==> config.mk <==
export PLATFORM = sky130hd
export DESIGN_NAME = ifft4_serial
export DESIGN_NICKNAME = d
export VERILOG_FILES = /design/src/rtl/ifft4_serial.sv
export SDC_FILE = /design/constraint.sdc
export NUM_CORES = 1
export LEC_CHECK = 0
export BUFFER_PORTS_ARGS = -buffer_cell sky130_fd_sc_hd__buf_2
export CAP_MARGIN = 20
export CELL_PAD_IN_SITES_DETAIL_PLACEMENT = 1
export CELL_PAD_IN_SITES_GLOBAL_PLACEMENT = 2
export CORE_UTILIZATION = 43
export DETAILED_ROUTE_END_ITERATION = 12
export GPL_TIMING_DRIVEN = 0
export PLACE_DENSITY = 0.94
export SLEW_MARGIN = 15
export SYNTH_ARGS = -nofsm -noshare
export SYNTH_HDL_FRONTEND = slang
export SYNTH_SLANG_ARGS = --single-unit
==> constraint.sdc <==
create_clock -name clk -period 11.7 [get_ports clk]
set_input_delay 0 -clock clk [delete_from_list [all_inputs] [get_ports clk]]
set_output_delay 0 -clock clk [all_outputs]
set_load 0.01 [all_outputs]
==> src/rtl/ifft4_serial.sv <==
// rtl/ifft4_serial.sv - serial 4-point inverse FFT, one time-multiplexed radix-2 butterfly.
// Optional IFFT4_ROUND_EN: round half up on every butterfly instead of floor.
module ifft4_serial #(
   parameter int BIT_WIDTH = 8
) (
   input  logic                 clk,
   input  logic                 rst,
   input  logic                 in_valid,
   output logic                 in_ready,
   input  logic [BIT_WIDTH-1:0] in_re,
   input  logic [BIT_WIDTH-1:0] in_im,
   output logic                 out_valid,
   input  logic                 out_ready,
   output logic [BIT_WIDTH-1:0] out_re,
   output logic [BIT_WIDTH-1:0] out_im,
   output logic [1:0]           out_idx,
   output logic                 out_last,
   output logic                 busy
);
   localparam int W = BIT_WIDTH;

   localparam logic [2:0] LOAD = 3'd0;
   localparam logic [2:0] S1A  = 3'd1;
   localparam logic [2:0] S1B  = 3'd2;
   localparam logic [2:0] S2A  = 3'd3;
   localparam logic [2:0] S2B  = 3'd4;
   localparam logic [2:0] OUT  = 3'd5;

   logic [2:0]   state;
   logic [1:0]   load_cnt;
   logic [1:0]   out_cnt;
   logic [1:0]   out_nxt;
   logic [W-1:0] mem_re [4];
   logic [W-1:0] mem_im [4];

   logic [1:0]        ia, ib;
   logic              rot;
   logic signed [W:0] ar, ai, br, bi;
   logic signed [W:0] sum_re, sum_im, dif_re, dif_im;

   function automatic logic [W-1:0] halve(input logic signed [W:0] s);
`ifdef IFFT4_ROUND_EN
      logic signed [W+1:0] t;
      t = {s[W], s} + (W+2)'(1);
      return t[W:1];
`else
      return s[W:1];
`endif
   endfunction

   // Butterfly operand selection; S2B applies the +j twiddle to the lower operand.
   always_comb begin
      ia  = 2'd0;
      ib  = 2'd1;
      rot = 1'b0;
      case (state)
         S1B:     begin ia = 2'd2; ib = 2'd3; end
         S2A:     begin ia = 2'd0; ib = 2'd2; end
         S2B:     begin ia = 2'd1; ib = 2'd3; rot = 1'b1; end
         default: begin ia = 2'd0; ib = 2'd1; end
      endcase
      ar = {mem_re[ia][W-1], mem_re[ia]};
      ai = {mem_im[ia][W-1], mem_im[ia]};
      if (rot) begin
         br = -{mem_im[ib][W-1], mem_im[ib]};
         bi = {mem_re[ib][W-1], mem_re[ib]};
      end else begin
         br = {mem_re[ib][W-1], mem_re[ib]};
         bi = {mem_im[ib][W-1], mem_im[ib]};
      end
      sum_re = ar + br;
      sum_im = ai + bi;
      dif_re = ar - br;
      dif_im = ai - bi;
   end

   assign out_nxt  = out_cnt + 2'd1;
   assign out_idx  = out_cnt;
   assign in_ready = (state == LOAD);
   assign busy     = (state != LOAD);

   always_ff @(posedge clk) begin
      if (rst) begin
         state     <= LOAD;
         load_cnt  <= 2'd0;
         out_cnt   <= 2'd0;
         out_valid <= 1'b0;
         out_re    <= '0;
         out_im    <= '0;
         out_last  <= 1'b0;
      end else begin
         case (state)
            LOAD: begin
               if (in_valid) begin
                  mem_re[{load_cnt[0], load_cnt[1]}] <= in_re;
                  mem_im[{load_cnt[0], load_cnt[1]}] <= in_im;
                  load_cnt <= load_cnt + 2'd1;
                  if (load_cnt == 2'd3) state <= S1A;
               end
            end
            S1A, S1B, S2A, S2B: begin
               mem_re[ia] <= halve(sum_re);
               mem_im[ia] <= halve(sum_im);
               mem_re[ib] <= halve(dif_re);
               mem_im[ib] <= halve(dif_im);
               state      <= (state == S2B) ? OUT : state + 3'd1;
            end
            OUT: begin
               // First OUT cycle registers x[0]; later cycles step on each handshake.
               if (!out_valid) begin
                  out_valid <= 1'b1;
                  out_cnt   <= 2'd0;
                  out_re    <= mem_re[0];
                  out_im    <= mem_im[0];
                  out_last  <= 1'b0;
               end else if (out_ready) begin
                  if (out_cnt == 2'd3) begin
                     state     <= LOAD;
                     out_valid <= 1'b0;
                     out_cnt   <= 2'd0;
                     out_re    <= '0;
                     out_im    <= '0;
                     out_last  <= 1'b0;
                  end else begin
                     out_cnt  <= out_nxt;
                     out_re   <= mem_re[out_nxt];
                     out_im   <= mem_im[out_nxt];
                     out_last <= (out_nxt == 2'd3);
                  end
               end
            end
            default: state <= LOAD;
         endcase
      end
   end
endmodule

==> reports/metrics.cfg, run 1 <==
[timing]
rsz0062_at_grt = false
finClkSkew_ns = 0.00864
drv_slew = 0
finalSetupTns_ns = 0
period_needed_ns = 5.19
hold_viol = 0
setup_violations = 0
slew_headroom = 0.271
tightest_slew_ns = 1.09
final.setup.worst_slack_ns = 6.51
timing.final.crit_share = 0.443
clock.fmax_ghz = 0.193

[setup_path]
rrSetupSlack_ns = 6.51
cp_top_family = compound AO/OA/AOI/OAI gates
crit_slowest_cell = clkbuf_1
worstSetupStartpointType = register
cp_cell_sequence = inv_1 > ha_1 > buf_6 > and2_4 > buf_6 > clkbuf_1 > clkbuf_1 > nand2_1 > a31oi_1 > ha_1 > buf_2 > a21o_1 > a21oi_1 > o21bai_1 > a21oi_1 > nand2b_1 > a311oi_1 > o2bb2ai_1
slowest_delay_ns = 0.60
cp.required_ns = 11.79
cp-end-kind = register
crit_fanout = 10
worstPathArrival_ns = 5.27
path_class = register to register
path_buf_inv = 6

[routing]
vias_per_cell = 6.20
wl_met2_mm = 12.0
vias = 6301
wl_met3_mm = 1.95
drc = 0
routedWlPerCell_um = 24.8
top_layer = met4
first_iter_violations = 545
dr.pass1.iters = 5
wl_met1_mm = 10.3
drtAntennaViolNets = 0
wl_mm = 25.2

[die]
row_count = 46
start_util = 0.439
die-area_um2 = 16700
io_pins = 42
die_height_um = 129
core_um2 = 15800
die_w_um = 129

[synthesis]
ys_seq_elements = 89
ys_types = 75
synthArstFlopShare = 0
ys_top_cells_by_count = nand2_1 (82), nor2_1 (69), edfxtp_1 (64)
yosysWarnings = 0
synth_top_area_share = 0.276
netlist_area_um2 = 6950
avgSynthCellArea_um2 = 9.44
yosysMostFrequentCell = nand2_1
syn_nets = 798
synthFlopType = edfxtp_1
synth_edf_count = 64
synth_area_leader_cell = edfxtp_1
synth_cells = 737
netlist_top_cells_area = edfxtp_1 (28%), mux2i_1 (7.6%), dfxtp_1 (7.2%)
synth-seq-area-share = 0.348

[finish]
num-nets-final = 857
area_growth_pct = 12.3
final_layout_size_suffix_gt1_frac = 0.154
antenna_cells = 0

[clock_tree]
cts_setup_buffers = 0
cts.sinks = 89
tritoncts = done
clockBufferDepth = 2
htree_levels = 3
ctsResizeCount = 0
insertion_delay_ns = 0.35
cts_hold_buf = 4
cts_buffers = 9
root_buffer = clkbuf_16
clkSlewWorstSetupHoldPaths_ns = 0.06

[status]
status = finished, final reports clean

[placement]
place.gp.congestion = 0.902
hpwlAfterDp_mm = 19.1
io_buffers = 40
preCtsSetupSlack_ns = 6.62

[grt]
antenna_found_initial = 0
grt_max_degree = 15
grt_pass1_wl_mm = 38.0
track_usage = 0.312
grt_pass1_vias = 6381
grt-ovfl-total = 0

[job]
cap_violations = 0

[pwr]
leakagePower_uw = 0.00302
power_density_nw_per_um2 = 133
peakVddDrop_mv = 0.0720

[min_path]
min-delay-path-class = primary input to register

sequential cells by signal, indices dropped and copies added, names as in the netlist:
register / count
out_last: 1
out_valid: 1
out_re: 8
load_cnt: 2
mem_im: 32
out_im: 8
state: 3
mem_re: 32
out_idx: 2
cell families (layout without fill, tap and decap cells):
logic type	after synthesis	after routing	share of synthesized area
AO/OA/AOI/OAI	186	186	0.182
XOR/XNOR	30	30	0.0421
adder cells (fa/ha/maj)	41	41	0.0781
buffers and inverters	95	159	0.0597
flip-flops	89	89	0.348
multiplexers	79	79	0.146
AND/OR/NAND/NOR	217	217	0.143
cell type report:
cell class              count  area, um2
clock buffers              12        236
plain buffers              47        235
clock inverters             4       21.3
fillers                  1839       8020
flip-flops and latches     89       2420
repair buffers             48        305
well taps                 216        270
inverters                  48        180
multi-input cells         553       4140
power breakdown:
| group | internal, uW | total (uW) | leakage [uW] | switching, uW |
|---|---|---|---|---|
| Sequential | 372 | 389 | 0.000787 | 17.2 |
| Clock | 143 | 266 | 0.000126 | 123 |
| Combinational | 141 | 380 | 0.00211 | 240 |
| Total | 656 | 1040 | 0.00302 | 380 |
metrics by stage:
step / hold slack [ns] / utilization / power (uW) / instances / instance area, um2
floorplan: 0.160 / - / 651 / 737 / 6950
global placement: 0.302 / 0.469 / 737 / 993 / 7420
detailed placement: 0.315 / 0.474 / 766 / 997 / 7500
CTS: 0.00432 / 0.493 / 1030 / 1017 / 7800
global route: 0.0198 / 0.493 / 1070 / 1017 / 7810
finish: 0.00470 / 0.493 / 1040 / 1017 / 7810
per-layer routing:
metal  vias to the layer above  track usage
met5                         -            0
met4                         0        0.136
met3                        73       0.0405
met2                       300        0.530
met1                      3114        0.399
li1                       2814            -
cell usage in the layout, fill, tap and decap left out, drive strengths merged, types with 3 or more instances in the layout:
| cell | n |
|---|---|
| and3 | 3 |
| a31oi | 15 |
| edfxtp | 64 |
| nor2 | 69 |
| dlygate4sd3 | 4 |
| nor3 | 24 |
| a21o | 6 |
| nor2b | 5 |
| o21bai | 8 |
| xnor2 | 22 |
| a221oi | 17 |
| clkinv | 5 |
| a21oi | 40 |
| nor4 | 3 |
| o31ai | 4 |
| clkbuf | 41 |
| a211oi | 8 |
| o2bb2ai | 5 |
| o21ai | 43 |
| dfxtp | 25 |
| inv | 47 |
| and2 | 4 |
| mux4 | 16 |
| ha | 37 |
| mux2 | 9 |
| buf | 62 |
| o21a | 3 |
| nand2b | 5 |
| o22ai | 13 |
| nand2 | 83 |
| nand3 | 6 |
| xor2 | 7 |
| mux2i | 54 |
| fa | 4 |
| o211ai | 6 |
worst register-to-register path, delay by kind of cell (launching register included):
kind,cells,cell delay (ns)
AO/OA/AOI/OAI,7,1.99
buffers and inverters,6,1.71
AND/OR/NAND/NOR,3,0.47
adder cells (fa/ha/maj),2,0.40
flip-flops,1,0.35
worst paths after layout:
check / from / endpoint / cells past startpoint
worst max-delay path: state[0] / mem_im[3][7] / 18
worst max register to register: state[0] / mem_im[3][7] / 18
worst min-delay path: in_re[4] / mem_re[0][4] / 3
worst min register to register: out_last / out_last / 2
(Power assumes the default switching activity.)
==> run 2, diff against run 1 <==
- ABC_AREA: default -> 1
- CORE_UTILIZATION: 43 -> 36
- PLACE_DENSITY: 0.94 -> 0.88
- clock period: 11.7 -> 5.42 ns (I/O delays scaled with it)
==> run 2 against run 1 <==
Against the previous run: utilization down 7.4 points; die area up 16%; area after synthesis down 2.2%; setup slack worse by 5.9 ns; via count up 7.6%; register-to-register slack worse by 5.9 ns; synthesized cell count up 26%; clock-buffer cell count down 1; largest cell class unchanged.
==> reports/metrics.cfg, run 2 <==
[status]
status = finished, final reports clean

[die]
io_pins = 42
die-area_um2 = 19400
start_util = 0.373
row_count = 49
die_w_um = 139
core_um2 = 18200
die_height_um = 139

[finish]
antenna_cells = 0
mostFrequentLayoutCells = nand2_1 (201), o21ai_0 (111), inv_1 (99)
final_layout_size_suffix_gt1_frac = 0.118
top_regs = mem_im x32, mem_re x32
final_common_cell = nand2_1
final_cells = 1215
num-nets-final = 1042
area_growth_pct = 12.5
n_fill_cell = 2312

[setup_path]
path_buf_inv = 7
slowest_delay_ns = 0.65
cp_top_family = buffers and inverters
crit_fanout = 10
rrSetupSlack_ns = 0.61
path_class = register to register
worstPathArrival_ns = 4.92
worstSetupStartpointType = register
cp_common_cell = nand3_1
cp_cell_sequence = inv_1 > ha_1 > nand2_8 > buf_6 > clkbuf_1 > buf_1 > nand3_1 > o21ai_0 > inv_1 > ha_1 > clkbuf_1 > nand3_1 > nand2_1 > nand2_1 > nand2_1 > a21oi_1 > nor2_1 > nor2_1 > o21bai_1 > inv_1 > nand3_1 > nand3_1 > and2_1
cp.required_ns = 5.54
r2r_end = mem_re[0][7]
ff2ff_path_depth = 23
cp-end-kind = register
crit_slowest_cell = clkbuf_1
r2r-start = state[0]

[timing]
period_needed_ns = 4.81
finalSetupTns_ns = 0
finClkSkew_ns = 0.00957
rsz0062_at_grt = false
slew_headroom = 0.343
tightest_slew_ns = 0.985
clock.fmax_ghz = 0.208
timing.final.crit_share = 0.887
setup_violations = 0
hold_viol = 0
drv_slew = 0

[routing]
dr.pass1.iters = 5
first_iter_violations = 586
vias = 6777
drtAntennaViolNets = 0
wl_mm = 26.1
drc = 0
vias_per_cell = 5.58
routedWlPerCell_um = 21.5

[synthesis]
synth_cells = 925
synth_top_area_share = 0.283
synth_edf_count = 64
synth_area_leader_cell = edfxtp_1
synthArstFlopShare = 0
ys_seq_elements = 89
yosysMostFrequentCell = nand2_1
syn_nets = 986
ys_top_cells_by_count = nand2_1 (201), o21ai_0 (113), inv_1 (99)
netlist_top_cells_area = edfxtp_1 (28%), nand2_1 (11%), o21ai_0 (8.3%)
yosysWarnings = 0
synth-seq-area-share = 0.356
netlist_area_um2 = 6800
ys_types = 50
avgSynthCellArea_um2 = 7.35
synthFlopType = edfxtp_1

[clock_tree]
cts_hold_buf = 0
cts_setup_buffers = 0
root_buffer = clkbuf_16
htree_levels = 3
ctsResizeCount = 0
clockBufferDepth = 2
insertion_delay_ns = 0.36
cts_buffers = 9
clkSlewWorstSetupHoldPaths_ns = 0.07
tritoncts = done
cts.sinks = 89

[placement]
place.gp.congestion = 0.889
hpwlAfterDp_mm = 20.2
place_inst = 1199
io_buffers = 41

[grt]
grt_pass1_vias = 6940
track_usage = 0.281
grt-ovfl-total = 0
grt_pass1_wl_mm = 40.6
grt_max_degree = 15
antenna_found_initial = 0

[min_path]
min-delay-path-class = primary input to register
min_path_cells = 3
holdPathEnd = mem_im[0][5]
min_from = in_im[5]

[job]
cap_violations = 0

==> run 2: cell families after synthesis <==
| family | share of synthesized area |
|---|---|
| buf+inv | 0.0861 |
| simple gates | 0.257 |
| fa+ha+maj | 0.0799 |
| flops | 0.356 |
| compound gates | 0.199 |
| xor+xnor | 0.0219 |
==> run 2: area by class of cell <==
type,count,area [um2],area share
Buffer,42,186,0.0244
Tap cell,229,287,0.0375
Inverter,105,399,0.0522
Clock inverter,5,28.8,0.00376
Sequential cell,89,2420,0.317
Clock buffer,11,254,0.0332
Timing Repair Buffer,45,265,0.0347
Multi-Input combinational cell,689,3800,0.497
==> run 2: layer usage <==
| layer | track usage | up-vias | part of all wire |
|---|---|---|---|
| li1 | - | 3236 | - |
| met1 | 0.371 | 3305 | 0.45 |
| met2 | 0.464 | 202 | 0.46 |
| met3 | 0.0392 | 34 | 0.058 |
| met4 | 0.108 | 0 | 0.029 |
| met5 | 0 | - | 0 |
==> run 2: through the flow <==
step	util	area (um2)	hold slack (ns)	setup slack [ns]
2_1_floorplan	-	6800	0.222	1.85
3_3_place_gp	0.400	7290	0.370	0.346
3_5_place_dp	0.404	7360	0.381	0.669
4_1_cts	0.420	7650	0.00791	0.652
5_1_grt	0.420	7650	0.0255	0.252
6_report	0.420	7650	0.0134	0.614
==> run 2: worst min-delay path, stage by stage <==
cell and delay [ns]:
buf_2 0.07, o21ai_1 0.12, inv_1 0.08
==> run 2: worst max-delay path by stage <==
stage          cells after the start  startpoint  slack, ns      endpoint
3_5_place_dp                      23    state[0]       0.67  mem_re[0][7]
4_1_cts                           23    state[0]       0.65  mem_re[0][7]
5_1_grt                           24    state[0]       0.25  mem_re[2][7]
6_report                          23    state[0]       0.61  mem_re[0][7]
2_1_floorplan                     27    state[0]       1.85  mem_re[0][7]
3_3_place_gp                      13    state[0]       0.35  mem_im[1][7]
Power of run 2 is not shown: default switching activity piles up to over one toggle a cycle in this logic, so the estimate is an artifact.
